## src/rtl/decode_stage.sv

```systemverilog
// RV32I decode pipeline stage: registers a control bundle for EX with
// valid/ready handshakes, a one-bubble load-use interlock, flush and an
// illegal-instruction halt.
module decode_stage #(
   parameter int XLEN       = 32,
   parameter int REG_BITS   = 5,
   parameter int ALUOP_BITS = 4
) (
   input  logic                  clk,
   input  logic                  reset,
   input  logic                  flush,
   input  logic                  in_valid,
   output logic                  in_ready,
   input  logic [31:0]           in_instr,
   input  logic [XLEN-1:0]       in_pc,
   output logic                  out_valid,
   input  logic                  out_ready,
   output logic [XLEN-1:0]       out_pc,
   output logic [REG_BITS-1:0]   out_rs1,
   output logic [REG_BITS-1:0]   out_rs2,
   output logic [REG_BITS-1:0]   out_rd,
   output logic [XLEN-1:0]       out_imm,
   output logic [ALUOP_BITS-1:0] out_alu_op,
   output logic                  out_src_a_pc,
   output logic                  out_src_b_imm,
   output logic                  out_reg_write,
   output logic                  out_mem_read,
   output logic                  out_mem_write,
   output logic [2:0]            out_mem_size,
   output logic                  out_branch,
   output logic                  out_jump,
   output logic                  out_illegal
);

   localparam logic [6:0] OP_LUI    = 7'b0110111;
   localparam logic [6:0] OP_AUIPC  = 7'b0010111;
   localparam logic [6:0] OP_JAL    = 7'b1101111;
   localparam logic [6:0] OP_JALR   = 7'b1100111;
   localparam logic [6:0] OP_BRANCH = 7'b1100011;
   localparam logic [6:0] OP_LOAD   = 7'b0000011;
   localparam logic [6:0] OP_STORE  = 7'b0100011;
   localparam logic [6:0] OP_IMM    = 7'b0010011;
   localparam logic [6:0] OP_REG    = 7'b0110011;

   localparam logic [ALUOP_BITS-1:0] ALU_ADD   = ALUOP_BITS'(0);
   localparam logic [ALUOP_BITS-1:0] ALU_SUB   = ALUOP_BITS'(1);
   localparam logic [ALUOP_BITS-1:0] ALU_SLL   = ALUOP_BITS'(2);
   localparam logic [ALUOP_BITS-1:0] ALU_SLT   = ALUOP_BITS'(3);
   localparam logic [ALUOP_BITS-1:0] ALU_SLTU  = ALUOP_BITS'(4);
   localparam logic [ALUOP_BITS-1:0] ALU_XOR   = ALUOP_BITS'(5);
   localparam logic [ALUOP_BITS-1:0] ALU_SRL   = ALUOP_BITS'(6);
   localparam logic [ALUOP_BITS-1:0] ALU_SRA   = ALUOP_BITS'(7);
   localparam logic [ALUOP_BITS-1:0] ALU_OR    = ALUOP_BITS'(8);
   localparam logic [ALUOP_BITS-1:0] ALU_AND   = ALUOP_BITS'(9);
   localparam logic [ALUOP_BITS-1:0] ALU_EQ    = ALUOP_BITS'(10);
   localparam logic [ALUOP_BITS-1:0] ALU_NE    = ALUOP_BITS'(11);
   localparam logic [ALUOP_BITS-1:0] ALU_GE    = ALUOP_BITS'(12);
   localparam logic [ALUOP_BITS-1:0] ALU_GEU   = ALUOP_BITS'(13);
   localparam logic [ALUOP_BITS-1:0] ALU_PASSB = ALUOP_BITS'(14);

   localparam logic [1:0] RUN    = 2'd0;
   localparam logic [1:0] BUBBLE = 2'd1;
   localparam logic [1:0] HALT   = 2'd2;

   // Immediate formats, built at 32 bits with their sign bit in bit 31
   function automatic logic signed [31:0] immI(input logic [31:0] i);
      return {{20{i[31]}}, i[31:20]};
   endfunction
   function automatic logic signed [31:0] immS(input logic [31:0] i);
      return {{20{i[31]}}, i[31:25], i[11:7]};
   endfunction
   function automatic logic signed [31:0] immB(input logic [31:0] i);
      return {{19{i[31]}}, i[31], i[7], i[30:25], i[11:8], 1'b0};
   endfunction
   function automatic logic signed [31:0] immU(input logic [31:0] i);
      return {i[31:12], 12'b0};
   endfunction
   function automatic logic signed [31:0] immJ(input logic [31:0] i);
      return {{11{i[31]}}, i[31], i[19:12], i[20], i[30:21], 1'b0};
   endfunction
   function automatic logic signed [XLEN-1:0] signExtend(input logic signed [31:0] v);
      return XLEN'(v);
   endfunction

   // Arithmetic ops shared by register and immediate forms; alt picks SUB/SRA
   function automatic logic [ALUOP_BITS-1:0] aluArith(input logic [2:0] f3, input logic alt);
      case (f3)
         3'd0:    return alt ? ALU_SUB : ALU_ADD;
         3'd1:    return ALU_SLL;
         3'd2:    return ALU_SLT;
         3'd3:    return ALU_SLTU;
         3'd4:    return ALU_XOR;
         3'd5:    return alt ? ALU_SRA : ALU_SRL;
         3'd6:    return ALU_OR;
         default: return ALU_AND;
      endcase
   endfunction

   logic [6:0]               opcode;
   logic [2:0]               f3;
   logic [REG_BITS-1:0]      decRs1, decRs2, decRd;
   logic signed [XLEN-1:0]   decImm;
   logic [ALUOP_BITS-1:0]    decAluOp;
   logic                     decSrcAPc, decSrcBImm, decWantWrite, decRegWrite;
   logic                     decMemRead, decMemWrite, decBranch, decJump, decIllegal;
   logic [2:0]               decMemSize;

   logic [1:0]               state_p1, curState;
   logic                     vld_p1;
   logic                     loadRdVld_p1;
   logic [REG_BITS-1:0]      loadRd_p1;
   logic                     hazard, accept, handoff;

   assign opcode = in_instr[6:0];
   assign f3     = in_instr[14:12];

   // Stage 0: combinational decode of the offered instruction
   always_comb begin
      decRs1       = '0;
      decRs2       = '0;
      decRd        = '0;
      decImm       = '0;
      decAluOp     = ALU_ADD;
      decSrcAPc    = 1'b0;
      decSrcBImm   = 1'b0;
      decWantWrite = 1'b0;
      decMemRead   = 1'b0;
      decMemWrite  = 1'b0;
      decMemSize   = 3'd0;
      decBranch    = 1'b0;
      decJump      = 1'b0;
      decIllegal   = 1'b0;
      case (opcode)
         OP_REG: begin
            decRs1 = REG_BITS'(in_instr[19:15]);
            decRs2 = REG_BITS'(in_instr[24:20]);
            decRd = REG_BITS'(in_instr[11:7]);
            decWantWrite = 1'b1;
            decAluOp = aluArith(f3, in_instr[30]);
         end
         OP_IMM: begin
            decRs1 = REG_BITS'(in_instr[19:15]);
            decRd = REG_BITS'(in_instr[11:7]);
            decWantWrite = 1'b1;
            decSrcBImm = 1'b1;
            decImm = signExtend(immI(in_instr));
            decAluOp = aluArith(f3, (f3 == 3'd5) && in_instr[30]);
         end
         OP_LOAD: begin
            decRs1 = REG_BITS'(in_instr[19:15]);
            decRd = REG_BITS'(in_instr[11:7]);
            decWantWrite = 1'b1;
            decSrcBImm = 1'b1;
            decMemRead = 1'b1;
            decMemSize = f3;
            decImm = signExtend(immI(in_instr));
         end
         OP_STORE: begin
            decRs1 = REG_BITS'(in_instr[19:15]);
            decRs2 = REG_BITS'(in_instr[24:20]);
            decSrcBImm = 1'b1;
            decMemWrite = 1'b1;
            decMemSize = f3;
            decImm = signExtend(immS(in_instr));
         end
         OP_BRANCH: begin
            if (f3 == 3'd2 || f3 == 3'd3) begin
               decIllegal = 1'b1;
            end else begin
               decRs1 = REG_BITS'(in_instr[19:15]);
               decRs2 = REG_BITS'(in_instr[24:20]);
               decBranch = 1'b1;
               decImm = signExtend(immB(in_instr));
               case (f3)
                  3'd0:    decAluOp = ALU_EQ;
                  3'd1:    decAluOp = ALU_NE;
                  3'd4:    decAluOp = ALU_SLT;
                  3'd5:    decAluOp = ALU_GE;
                  3'd6:    decAluOp = ALU_SLTU;
                  default: decAluOp = ALU_GEU;
               endcase
            end
         end
         OP_JAL: begin
            decRd = REG_BITS'(in_instr[11:7]);
            decWantWrite = 1'b1;
            decJump = 1'b1;
            decSrcAPc = 1'b1;
            decSrcBImm = 1'b1;
            decImm = signExtend(immJ(in_instr));
         end
         OP_JALR: begin
            decRs1 = REG_BITS'(in_instr[19:15]);
            decRd = REG_BITS'(in_instr[11:7]);
            decWantWrite = 1'b1;
            decJump = 1'b1;
            decSrcBImm = 1'b1;
            decImm = signExtend(immI(in_instr));
         end
         OP_LUI: begin
            decRd = REG_BITS'(in_instr[11:7]);
            decWantWrite = 1'b1;
            decSrcBImm = 1'b1;
            decAluOp = ALU_PASSB;
            decImm = signExtend(immU(in_instr));
         end
         OP_AUIPC: begin
            decRd = REG_BITS'(in_instr[11:7]);
            decWantWrite = 1'b1;
            decSrcAPc = 1'b1;
            decSrcBImm = 1'b1;
            decImm = signExtend(immU(in_instr));
         end
         default: decIllegal = 1'b1;
      endcase
      decRegWrite = decWantWrite && (decRd != '0);
   end

   // Unused register fields decode to 0, so a plain compare only sees real reads
   assign hazard   = loadRdVld_p1 && in_valid &&
                     ((decRs1 == loadRd_p1) || (decRs2 == loadRd_p1));
   assign curState = (state_p1 == RUN && hazard) ? BUBBLE : state_p1;
   assign out_valid = vld_p1 && (curState != BUBBLE);
   assign in_ready  = !reset && !flush && (!vld_p1 || out_ready) && (curState == RUN);
   assign accept    = in_valid && in_ready;
   assign handoff   = out_valid && out_ready;

   // Stage 1 control: valid, halt state and the one-cycle load-use window
   always_ff @(posedge clk) begin
      if (reset) begin
         state_p1     <= RUN;
         vld_p1       <= 1'b0;
         loadRdVld_p1 <= 1'b0;
         loadRd_p1    <= '0;
      end else if (flush) begin
         state_p1     <= RUN;
         vld_p1       <= 1'b0;
         loadRdVld_p1 <= 1'b0;
      end else begin
         loadRdVld_p1 <= handoff && out_mem_read && (out_rd != '0);
         loadRd_p1    <= out_rd;
         if (accept) begin
            vld_p1 <= 1'b1;
            if (decIllegal) state_p1 <= HALT;
         end else if (handoff) begin
            vld_p1 <= 1'b0;
         end
      end
   end

   // Stage 1 bundle: captured on accept, otherwise held for EX
   always_ff @(posedge clk) begin
      if (reset) begin
         out_pc        <= '0;
         out_rs1       <= '0;
         out_rs2       <= '0;
         out_rd        <= '0;
         out_imm       <= '0;
         out_alu_op    <= '0;
         out_src_a_pc  <= 1'b0;
         out_src_b_imm <= 1'b0;
         out_reg_write <= 1'b0;
         out_mem_read  <= 1'b0;
         out_mem_write <= 1'b0;
         out_mem_size  <= 3'd0;
         out_branch    <= 1'b0;
         out_jump      <= 1'b0;
         out_illegal   <= 1'b0;
      end else if (accept) begin
         out_pc        <= in_pc;
         out_rs1       <= decRs1;
         out_rs2       <= decRs2;
         out_rd        <= decRd;
         out_imm       <= decImm;
         out_alu_op    <= decAluOp;
         out_src_a_pc  <= decSrcAPc;
         out_src_b_imm <= decSrcBImm;
         out_reg_write <= decRegWrite;
         out_mem_read  <= decMemRead;
         out_mem_write <= decMemWrite;
         out_mem_size  <= decMemSize;
         out_branch    <= decBranch;
         out_jump      <= decJump;
         out_illegal   <= decIllegal;
      end
   end

endmodule

```

## config.mk

```make
export PLATFORM = sky130hd
export DESIGN_NAME = decode_stage
export DESIGN_NICKNAME = d
export VERILOG_FILES = /design/src/rtl/decode_stage.sv
export SDC_FILE = /design/constraint.sdc
export NUM_CORES = 1
export LEC_CHECK = 0
export ABC_AREA = 1
export CAP_MARGIN = 10
export CELL_PAD_IN_SITES_DETAIL_PLACEMENT = 0
export CELL_PAD_IN_SITES_GLOBAL_PLACEMENT = 2
export CORE_ASPECT_RATIO = 0.9
export CORE_MARGIN = 5
export CORE_UTILIZATION = 25
export DETAILED_ROUTE_END_ITERATION = 10
export MAX_ROUTING_LAYER = met4
export PLACE_DENSITY = 0.82
export SLEW_MARGIN = 20
export SYNTH_ARGS = -nofsm -noshare
export SYNTH_HDL_FRONTEND = slang
export SYNTH_SLANG_ARGS = --single-unit
```

## constraint.sdc

```tcl
create_clock -name clk -period 3.7 [get_ports clk]
set_clock_uncertainty 0.15 [all_clocks]
set_input_delay 0.74 -clock clk [delete_from_list [all_inputs] [get_ports clk]]
set_output_delay 0.74 -clock clk [all_outputs]
set_load 0.02 [all_outputs]
```

==> key figures <==
Placement
  • Pre-CTS setup slack: -0.5112 ns
  • Dpl hpwl: 13.61 mm
  • Number of buffers added on ports: 164
  • Placed cell count: 1,266
  • Final Wtd Congestion: 0.8869

STA
  • Max Transition Viols Final: 0
  • Worst slew pin tran: 0.8305 ns
  • Final Worst Setup Slack: roughly 0.19 ns
  • Final Hold Vio Count: 0
  • Fmax: 284.9 MHz
  • Final min period: 3.510 ns
  • TNS Setup: 0 ns
  • Final setup fails: 0
  • Slew HR: 0.4412
  • RSZ-0062 raised after global routing: false
  • Final period utilization: 0.9486

Global route
  • GRT Total Usage: 0.1598
  • GR Util met2: 0.2422
  • Largest net degree at the start of global routing: 48
  • GRT Max-Usage Layer: met2
  • Initial antenna violation count: 0
  • GRT Residual Overflow: 0
  • First-pass GRT wire length: 29.15 mm
  • GRT met3 Usage: 0.04333
  • Met1 usage: 0.2139
  • Vias in the first global route: approximately 5,300

Drt
  • Detailed Route WL: 18.06 mm
  • Vias per cell: approximately 4.1
  • Post-route ant nets: 0
  • Vias: 5,319
  • Initial detailed-routing violation count: 300
  • Initial DRT Pass Iterations: 5
  • DRC viols: 0
  • Routed wire length per instance: 14.01 um

Floorplan
  • Std cell rows: 49
  • Core box area: between 0.02 and 0.025 mm2
  • Die width: 160.6 um
  • Initial core utilization: 0.2547
  • Die ar.: roughly 0.023 mm2
  • Die height: between 100 and 150 um
  • I/O pin total: 165

Pwr
  • Pwr/cell area: 351.1 mW/mm2
  • Peak VDD IR: approximately 0.00020 V
  • Leakage: 0.003763 uW

Yosys
  • Commonest cells post-synth: nand2_1 (245), nor2_1 (176), inv_1 (156), dfxtp_1 (102), o21ai_0 (38)
  • Synthesized Nets: 904
  • Mapped Area: 0.005106 mm2
  • Ys flop type: dfxtp_1
  • Synth warnings: 0
  • Synth cell types: 31
  • Leading area contributor after synthesis: dfxtp_1
  • Synth Area per Inst: 6.115 um2
  • Share of the synthesized area in the top cell type: 0.3999
  • Area contributors post-synth: dfxtp_1 (40%), nand2_1 (18%), nor2_1 (13%)
  • Async S/R FF share, synth: 0
  • Number of flops mapped to enable cells by yosys: 0
  • Count leader, synth: nand2_1
  • Sequential-to-total area share from yosys stat: 0.3999
  • Yosys reg bits: 102
  • Syn Inst Count: 835

Layout
  • Area delta synth->final: 51.58%
  • Multi-input logic area: 0.002386 mm2
  • Register Area: 0.002042 mm2
  • Share of cells above drive strength 1: 0.09961
  • Fillers: 2,176
  • Final Non-Filler Cells: 1,289
  • Final #Nets: 1,098
  • ANT cells: 0

Clocking
  • Clk buf depth: 2
  • Worst-path clk slew: 0.07 ns
  • CTS sink count: between 100 and 150
  • CTS tree: yes
  • CTS buffer count: 9
  • Clk_lat worst skew: roughly 0.35 ns
  • Clock tree root buffer cell: clkbuf_16
  • Cts hold-fix bufs: 0
  • # H-tree levels: 3

Setup path
  • Crit. End Element: output pin
  • Worst path required time: 2.81 ns
  • Worst-path fanout max: 5
  • Worst setup SP type: input port
  • Critical path class: input port to output pin
  • Arrival time at the worst endpoint: between 2 and 3 ns

Min path
  • Hold/Removal Path Class: register to register

Outcome
  • Status: finished, final reports clean

Flow run
  • Max_cap viols: 0
==> critical path: stages <==
cell and delay (ns):
clkdlybuf4s50_1 0.47, inv_1 0.06, nor2_2 0.15, nor3_4 0.08, nor2_4 0.22, inv_2 0.08
nand2_1 0.10, xor2_1 0.17, nand3_1 0.11, nand2_2 0.12, nand3_2 0.07, nand2_1 0.07
inv_1 0.05, buf_6 0.12
==> registers in the layout, summed over array words and instances (netlist names), 3 cells and up <==
signal,count
out_alu_op,4
out_pc,32
out_rd,5
out_rs1,5
loadRd_p1,5
out_rs2,5
out_mem_size,3
out_imm,32
==> placed cells by master (no fill, tap or decap), drive strengths merged, types with 2 or more instances in the layout <==
cell type        n
dlymetal6s2s     6
a21oi           35
o21ai           40
nor3             6
o22ai            8
dfxtp          102
buf             52
nor2           180
nor4             3
clkdlybuf4s50  155
xor2             2
clkbuf          13
nand3           14
nand2          248
inv            158
a31oi            2
==> through the flow <==
step | total power (uW) | utilization | hold slack [ns] | cell area, um2
3_3_place_gp | 1749 | 0.3623 | 0.2985 | 7263
5_1_grt | 2877 | 0.3861 | 0.3504 | 7740
4_1_cts | 2772 | 0.3808 | 0.3234 | 7635
2_1_floorplan | 1474 | - | 0.2982 | 5106
3_5_place_dp | 1747 | 0.3623 | 0.3126 | 7263
6_report | 2718 | 0.3861 | 0.3167 | 7740
==> logic make-up after synthesis <==
group	after synthesis	synth area share
compound gates	89	0.09238
flops	102	0.3999
xor+xnor	2	0.003431
buf+inv	191	0.1561
simple gates	451	0.3482
==> path summary, 6_finish.rpt <==
| check | start | endpoint | slack (ns) | cells after the start |
|---|---|---|---|---|
| setup / recovery | in_instr[13] | out_valid | 0.19 | 14 |
| hold / removal | out_illegal | out_illegal | 0.32 | 2 |
| setup reg to reg | loadRd_p1[0] | out_imm[24] | 1.67 | 13 |
| hold reg to reg | out_illegal | out_illegal | 0.32 | 2 |
==> timing repair <==
action                                  in CTS  in global routing
pin swaps                                    8                 11
gates cloned                                 2                  0
gates resized for setup                     23                 31
setup buffers                                3                  2
endpoints found under the setup margin       2                  2
==> area by class of cell <==
type | instances | area share
clock buffer | 13 | 0.03362
multi-input combinational | 544 | 0.3083
timing repair buffer | 214 | 0.2709
clock inverter | 3 | 0.005496
sequential | 102 | 0.2638
inverter | 158 | 0.07662
tap | 255 | 0.04122
==> where the power goes <==
group | switching, uW | internal [uW]
registers | 32.7 | 1150
clock network | 430 | 562
logic | 292 | 247
total | 755 | 1960
==> metal layers <==
layer	share of wire	wire length, um
met1	0.49	8802
met2	0.44	8007
met3	0.064	1150
met4	0.0056	101
met5	0	0
(Power assumes the default switching activity.)
